**src/rtl/cpu8_pkg.sv**
```systemverilog
// Shared definitions for the 8-bit CPU: opcodes, fetch strobes and IR state encoding.
package cpu8_pkg;

   localparam int unsigned OP_W    = 3;
   localparam int unsigned FETCH_W = 2;

   localparam logic [OP_W-1:0] OP_NOP = 3'b000;
   localparam logic [OP_W-1:0] OP_LDO = 3'b001;
   localparam logic [OP_W-1:0] OP_LDA = 3'b010;
   localparam logic [OP_W-1:0] OP_STO = 3'b011;
   localparam logic [OP_W-1:0] OP_PRE = 3'b100;
   localparam logic [OP_W-1:0] OP_ADD = 3'b101;
   localparam logic [OP_W-1:0] OP_LDM = 3'b110;
   localparam logic [OP_W-1:0] OP_HLT = 3'b111;

   localparam logic [FETCH_W-1:0] FETCH_NONE = 2'b00;
   localparam logic [FETCH_W-1:0] FETCH_HI   = 2'b01;
   localparam logic [FETCH_W-1:0] FETCH_LO   = 2'b10;
   localparam logic [FETCH_W-1:0] FETCH_RSV  = 2'b11;

   typedef enum logic [1:0] {
      IR_EMPTY = 2'd0,
      IR_HI    = 2'd1,
      IR_FULL  = 2'd2
   } ir_state_e;

endpackage

```
**src/rtl/prog_counter.sv**
```systemverilog
// Program counter: wrapping increment under enable, async reset to RESET_PC.
module prog_counter #(
   parameter int unsigned ADDR_W   = 8,
   parameter int unsigned RESET_PC = 0
) (
   input  logic              clk,
   input  logic              rst,
   input  logic              ena,
   output logic [ADDR_W-1:0] pc
);

   always_ff @(posedge clk or posedge rst) begin
      if (rst) begin
         pc <= ADDR_W'(RESET_PC);
      end else if (ena) begin
         pc <= pc + ADDR_W'(1);
      end
   end

endmodule

```
**src/rtl/instr_fetch.sv**
```systemverilog
// Instruction fetch stage: PC, two-byte IR assembly and ROM/RAM address mux.
module instr_fetch
   import cpu8_pkg::*;
#(
   parameter int unsigned ADDR_W   = 8,
   parameter int unsigned DATA_W   = 8,
   parameter int unsigned RESET_PC = 0
) (
   input  logic               clk,
   input  logic               rst,
   input  logic [1:0]         fetch,
   input  logic               pc_ena,
   input  logic               ad_sel,
   input  logic [DATA_W-1:0]  rom_data,
   output logic [ADDR_W-1:0]  mem_addr,
   output logic [ADDR_W-1:0]  pc,
   output logic [2:0]         ins,
   output logic [4:0]         reg_ad,
   output logic [DATA_W-1:0]  operand,
   output logic               ir_full,
   output logic               seq_err
);

   ir_state_e         state, state_nxt;
   logic [DATA_W-1:0] ir_hi, ir_hi_nxt;
   logic [DATA_W-1:0] ir_lo, ir_lo_nxt;
   logic              seq_err_nxt;

   prog_counter #(
      .ADDR_W   (ADDR_W),
      .RESET_PC (RESET_PC)
   ) u_pc (
      .clk (clk),
      .rst (rst),
      .ena (pc_ena),
      .pc  (pc)
   );

   always_ff @(posedge clk or posedge rst) begin
      if (rst) begin
         state   <= IR_EMPTY;
         ir_hi   <= '0;
         ir_lo   <= '0;
         ir_full <= 1'b0;
         seq_err <= 1'b0;
      end else begin
         state   <= state_nxt;
         ir_hi   <= ir_hi_nxt;
         ir_lo   <= ir_lo_nxt;
         ir_full <= (state_nxt == IR_FULL);
         seq_err <= seq_err_nxt;
      end
   end

   // High-byte strobe during an operand read (ad_sel=1) is a data access, not an IR load.
   always_comb begin
      state_nxt   = state;
      ir_hi_nxt   = ir_hi;
      ir_lo_nxt   = ir_lo;
      seq_err_nxt = seq_err;
      case (fetch)
         FETCH_HI: begin
            if (!ad_sel) begin
               ir_hi_nxt = rom_data;
               ir_lo_nxt = '0;
               state_nxt = IR_HI;
            end
         end
         FETCH_LO: begin
            if (state == IR_EMPTY) begin
               seq_err_nxt = 1'b1;
            end else begin
               ir_lo_nxt = rom_data;
               state_nxt = IR_FULL;
            end
         end
         FETCH_RSV: seq_err_nxt = 1'b1;
         default: ;
      endcase
   end

   assign ins      = ir_hi[7:5];
   assign reg_ad   = ir_hi[4:0];
   assign operand  = ir_lo;
   assign mem_addr = ad_sel ? ADDR_W'(ir_lo) : pc;

endmodule

```
**config.mk**
```make
export PLATFORM = sky130hd
export DESIGN_NAME = instr_fetch
export DESIGN_NICKNAME = d
export VERILOG_FILES = /design/src/rtl/cpu8_pkg.sv /design/src/rtl/prog_counter.sv /design/src/rtl/instr_fetch.sv
export SDC_FILE = /design/constraint.sdc
export NUM_CORES = 1
export LEC_CHECK = 0
export CORE_MARGIN = 10
export CORE_UTILIZATION = 39
export DETAILED_ROUTE_END_ITERATION = 16
export GPL_TIMING_DRIVEN = 0
export MAX_ROUTING_LAYER = met4
export PLACE_DENSITY_LB_ADDON = 0.2
export SETUP_SLACK_MARGIN = 0.5
export SYNTH_ARGS = -nofsm -noshare
export SYNTH_HDL_FRONTEND = slang
export SYNTH_HIERARCHICAL = 1
export SYNTH_SLANG_ARGS = --single-unit
```
**constraint.sdc**
```tcl
create_clock -name clk -period 1.2 [get_ports clk]
set_input_delay 0.36 -clock clk [delete_from_list [all_inputs] [get_ports clk]]
set_output_delay 0.36 -clock clk [all_outputs]
set_load 0.1 [all_outputs]
```
After elaboration in Yosys (flattened, before gate mapping)
Index checks and enable logic that the tools add are counted.
{ "word_totals": {"register_bits": 28, "inputBits": 14, "out_inout_bits": 34, "elab_cells": 30} }
{ "classes": {"n_addsub": 1, "eq_ne": 7, "mux": 9, "bitwise": 1, "n_reduce_logical": 6} }
{ "op_table": {"columns": ["operator", "n"], "rows": [
  ["8-bit 2-to-1 mux", 3],
  ["8-bit one-hot mux with 2 select lines", 1],
  ["8-bit by 1-bit adder with 8-bit output (second input constant)", 1],
  ["2-bit == test (second input constant)", 3],
  ["2-bit != test (second input constant)", 3],
  ["2-bit 2-to-1 mux", 2],
  ["2-bit one-hot mux with 2 select lines", 1],
  ["2-bit AND reduction", 2],
  ["2-bit nonzero test", 2],
  ["3-bit AND reduction", 1],
  ["2-bit by 1-bit == test with 1-bit output (second input constant)", 1],
  ["2-bit zero test", 1],
  ["1-bit one-hot mux with 2 select lines", 1],
  ["1-bit 2-to-1 mux", 1],
  ["1-bit NOT", 1]
]} }

Logic depth before layout (Yosys ltp)
{ "logic_depth": {"depth_word": 4, "mapped_depth": 5} }

Cells and area by module
Netlist, hierarchy kept.
{ "modules_own_cells": {"columns": ["mod", "instances", "cells_each", "area_each_um2", "seq_area_each_um2"], "rows": [
  ["instr_fetch", 1, 83, 983.4, 500.5],
  ["prog_counter", 1, 27, 345.3, 200.2]
]} }

Least setup slack after synthesis
No wires, ideal clock.
{ "synth_timing": {"path_type": "register to output", "startpoint": "register u_pc.pc[2]", "endpoint": "output port mem_addr[2]", "t_arrival_ns": 1.644, "slack_ns": -0.804, "path_stages_with_launch": 2, "path_cell_list": "dfrtp_1 -> mux2_2"} }
{ "synth_between": {"elab_chain_cells": 1} }
{ "synth_rtl": {"columns": ["item", "line_no", "rtl"], "rows": [
  ["from (decl)", "prog_counter.sv:9", "output logic [ADDR_W-1:0] pc"],
  ["from (signal assigned)", "prog_counter.sv:14", "pc <= ADDR_W'(RESET_PC);"],
  ["from (signal assigned)", "prog_counter.sv:16", "pc <= pc + ADDR_W'(1);"],
  ["8-bit 2-to-1 mux", "instr_fetch.sv:85", "assign mem_addr = ad_sel ? ADDR_W'(ir_lo) : pc;"],
  ["to (decl)", "instr_fetch.sv:15", "output logic [ADDR_W-1:0] mem_addr,"]
]} }
No other way between the ends.

Final worst setup path
{ "layout_timing": {"startpoint": "register ir_lo[3], in the netlist operand[3]", "endpoint": "output port mem_addr[3]"} }
{ "layout_between": {"elab_chain_cells": 1} }
{ "layout_rtl": {"columns": ["item", "line_no", "rtl"], "rows": [
  ["from (decl)", "instr_fetch.sv:26", "logic [DATA_W-1:0] ir_lo, ir_lo_nxt;"],
  ["from (signal assigned)", "instr_fetch.sv:49", "ir_lo <= ir_lo_nxt;"],
  ["8-bit 2-to-1 mux", "instr_fetch.sv:85", null]
]} }
No other way between the ends.

==> run_results.csv <==
group,metric,value,unit
timing,slew_headroom,70.08,%
outcome,violations,"setup timing",
cells_and_area,diodes,0,
floorplanning,die-area,6142,um^2
timing,finalSetupTns,-12040,ps
cells_and_area,drive_gt1_share,74.00,%
cts,clk_pin_slew,160,ps
synth,synth_area_per_cell,12.08,um^2
cts,cts_max_path_buffers,2,
placed_design,dp.final_hpwl,2557,um
timing,whs,101.3,ps
setup_path,max_stage_delay,530,ps
floorplanning,die_h,78.37,um
grt,antenna_found_initial,0,
timing,drv_slew,0,
placed_design,dp.cells,203,
route,vias,1196,
route,drc_errors,0,
outcome,status,"finished, violations left",
cts,clock_latency,340,ps
setup_path,path_cells,"mux2_4 > buf_12",
timing,min_period_over_period,141.2,%
timing,fin_ws,-494.3,ps
cells_and_area,finish.utilization,89.00,%
setup_path,path_delay_family,"flip-flops",
timing,setup_violations,46,
grt,grt_pass1_wl,6430,um
synth,ys_ff_latch,28,
setup_path,cp-end-kind,"primary output",
hold_path,min_path_type,"input port to asynchronous set/reset pin",
floorplanning,initial_core_util,40.14,%
setup_path,critPathArrivalTime,1330,ps
timing,rsz0062_at_grt,"yes",
synth,yosys_warnings,6,
floorplanning,io_pins,48,
setup_path,setup.worst_path.start_class,"flip-flop",
grt,grt_pass1_vias,1234,
synth,postSynthCellCount,110,
cells_and_area,final_cells,246,
placed_design,place_ws,-1781,ps
setup_path,r2r_cells,6,
floorplanning,die_x,78.37,um
cts,cts_tree,"done",
cts,htree_levels,1,
placed_design,gp_congestion,0.7910,
timing,post-route-min-period,1694,ps
timing,fmax,590.2,MHz
synth,syn_nets,128,
route,drt-total-wl,5355,um
grt,gr-usage-all-layers,13.17,%
synth,seq_area_frac_synth,52.73,%
timing,final-hold-violation-count,0,
cells_and_area,area_growth,121.8,%
power,total_power,6.988,mW
cts,cts_hold_buffers,0,
synth,syn-cell-area,1329,um^2
synth,ys_types,24,
route,dr.first_iter.drc_count,58,
setup_path,critPathRequiredTime,840,ps
power,power.density,2372,nW/um^2
route,via_per_inst,4.862,
setup_path,cp_max_fo,3,
placed_design,dpl_cell_area,2090,um^2
flow_run,maxCapViolCount,0,
setup_path,crit_cells,2,
cells_and_area,fin_area,2947,um^2
floorplanning,rows,21,
floorplanning,core_area,3311,um^2
setup_path,path_class,"flip-flop to primary output",
route,wl_per_cell,21.77,um
grt,grt_max_degree,16,
setup_path,crit_buf_inv,1,
route,dr.pass1.iters,4,
setup_path,slowest_stage,"dfrtp_4",
timing,tightest_slew,448.1,ps
placed_design,portBuffers,47,
power,ir_drop,2.507,mV
route,ant_nets,0,
grt,overflow,0,
cts,cts_buffers,3,
cts,cts_root_buffer,"clkbuf_4",
cts,clock_sinks,28,
power,leakage,1.318,nW
cells_and_area,final_nets,219,
timing,finClkSkew,13.85,ps
==> area by class of cell <==
cell class	instances	area [um^2]
plain buffers	3	36.28
clock buffers	4	36.28
fillers	134	364.1
inverters	14	76.32
multi-input cells	65	742.0
flip-flops and latches	28	798.3
well taps	46	57.56
repair buffers	84	1185
repair inverters	2	15.01
==> path summary, 6_finish.rpt <==
kind	startpoint	slack [ps]	to
worst max-delay path	operand[3]$_DFFE_PP0P_	-490	mem_addr[3]
worst min-delay path	rst	100	ir_hi[2]$_DFFE_PP0P_
worst max register to register	u_pc/pc[0]$_DFFE_PP0P_	-320	u_pc/pc[1]$_DFFE_PP0P_
worst min register to register	seq_err$_DFFE_PP0P_	580	seq_err$_DFFE_PP0P_
max in group asynchronous	rst	860	operand[4]$_DFFE_PP0P_
min in group clk	fetch[1]	430	seq_err$_DFFE_PP0P_
==> synthesized netlist by cell type (all sizes together) <==
cell	instances	area (um^2)
a211o	1	8.760
a211oi	1	20.02
a21o	1	7.510
a21oi	2	10.01
and3	1	6.260
buf	2	10.01
clkbuf	1	3.750
dfrtp	28	700.7
ha	4	50.05
inv	14	52.55
mux2	17	191.4
mux2i	8	80.08
nand2	11	41.29
nand2b	1	6.260
nand4	3	25.02
nor2	4	17.52
nor3	2	15.01
nor3b	1	12.51
o22a	1	8.760
xnor2	4	35.03
xor2	3	26.28
==> kinds of logic (layout without fill, tap and decap cells) <==
group,after synthesis,after routing,synth area share (%)
mux,25,25,20.43
fa+ha+maj,4,4,3.767
buf+inv,17,107,4.990
compound gates,6,6,4.144
xor+xnor,7,7,4.614
simple gates,23,23,9.322
flops,28,28,52.73
==> sequential cells by signal, indices dropped and copies added, names as in the netlist <==
name	flops
ir_full	1
state	2
operand	8
u_pc/pc	8
ir_hi	8
seq_err	1
==> cells in the final DEF (no fill, tap or decap), types with 2 or more instances in the layout <==
master,n
a21oi_4,2
buf_12,35
buf_4,16
buf_6,24
clkbuf_4,3
clkbuf_8,2
clkdlybuf4s50_1,8
clkinvlp_4,3
dfrtp_1,2
dfrtp_4,26
ha_4,3
inv_1,9
inv_2,2
mux2_4,17
mux2i_1,8
nand2_1,9
nand4_1,2
nor2_2,3
xnor2_1,2
xnor2_2,2
xor2_1,3
==> power by group <==
group,switching [mW],internal [mW]
registers,0.224,1.27
clock network,0.293,0.186
logic,2.96,2.06
==> metal layers <==
layer  track usage (%)  part of all wire (%)
met5                 -                     0
met4             2.151                   1.2
met1             15.34                    39
met3             2.620                   5.3
met2             23.19                    54
==> timing repair <==
action	4_1_cts	5_1_grt
cloned	2	1
gates resized for setup	329	42
pin swaps	7	12
setup endpoints to repair	80	72
setup buffers	18	18
(Power assumes the default switching activity.)
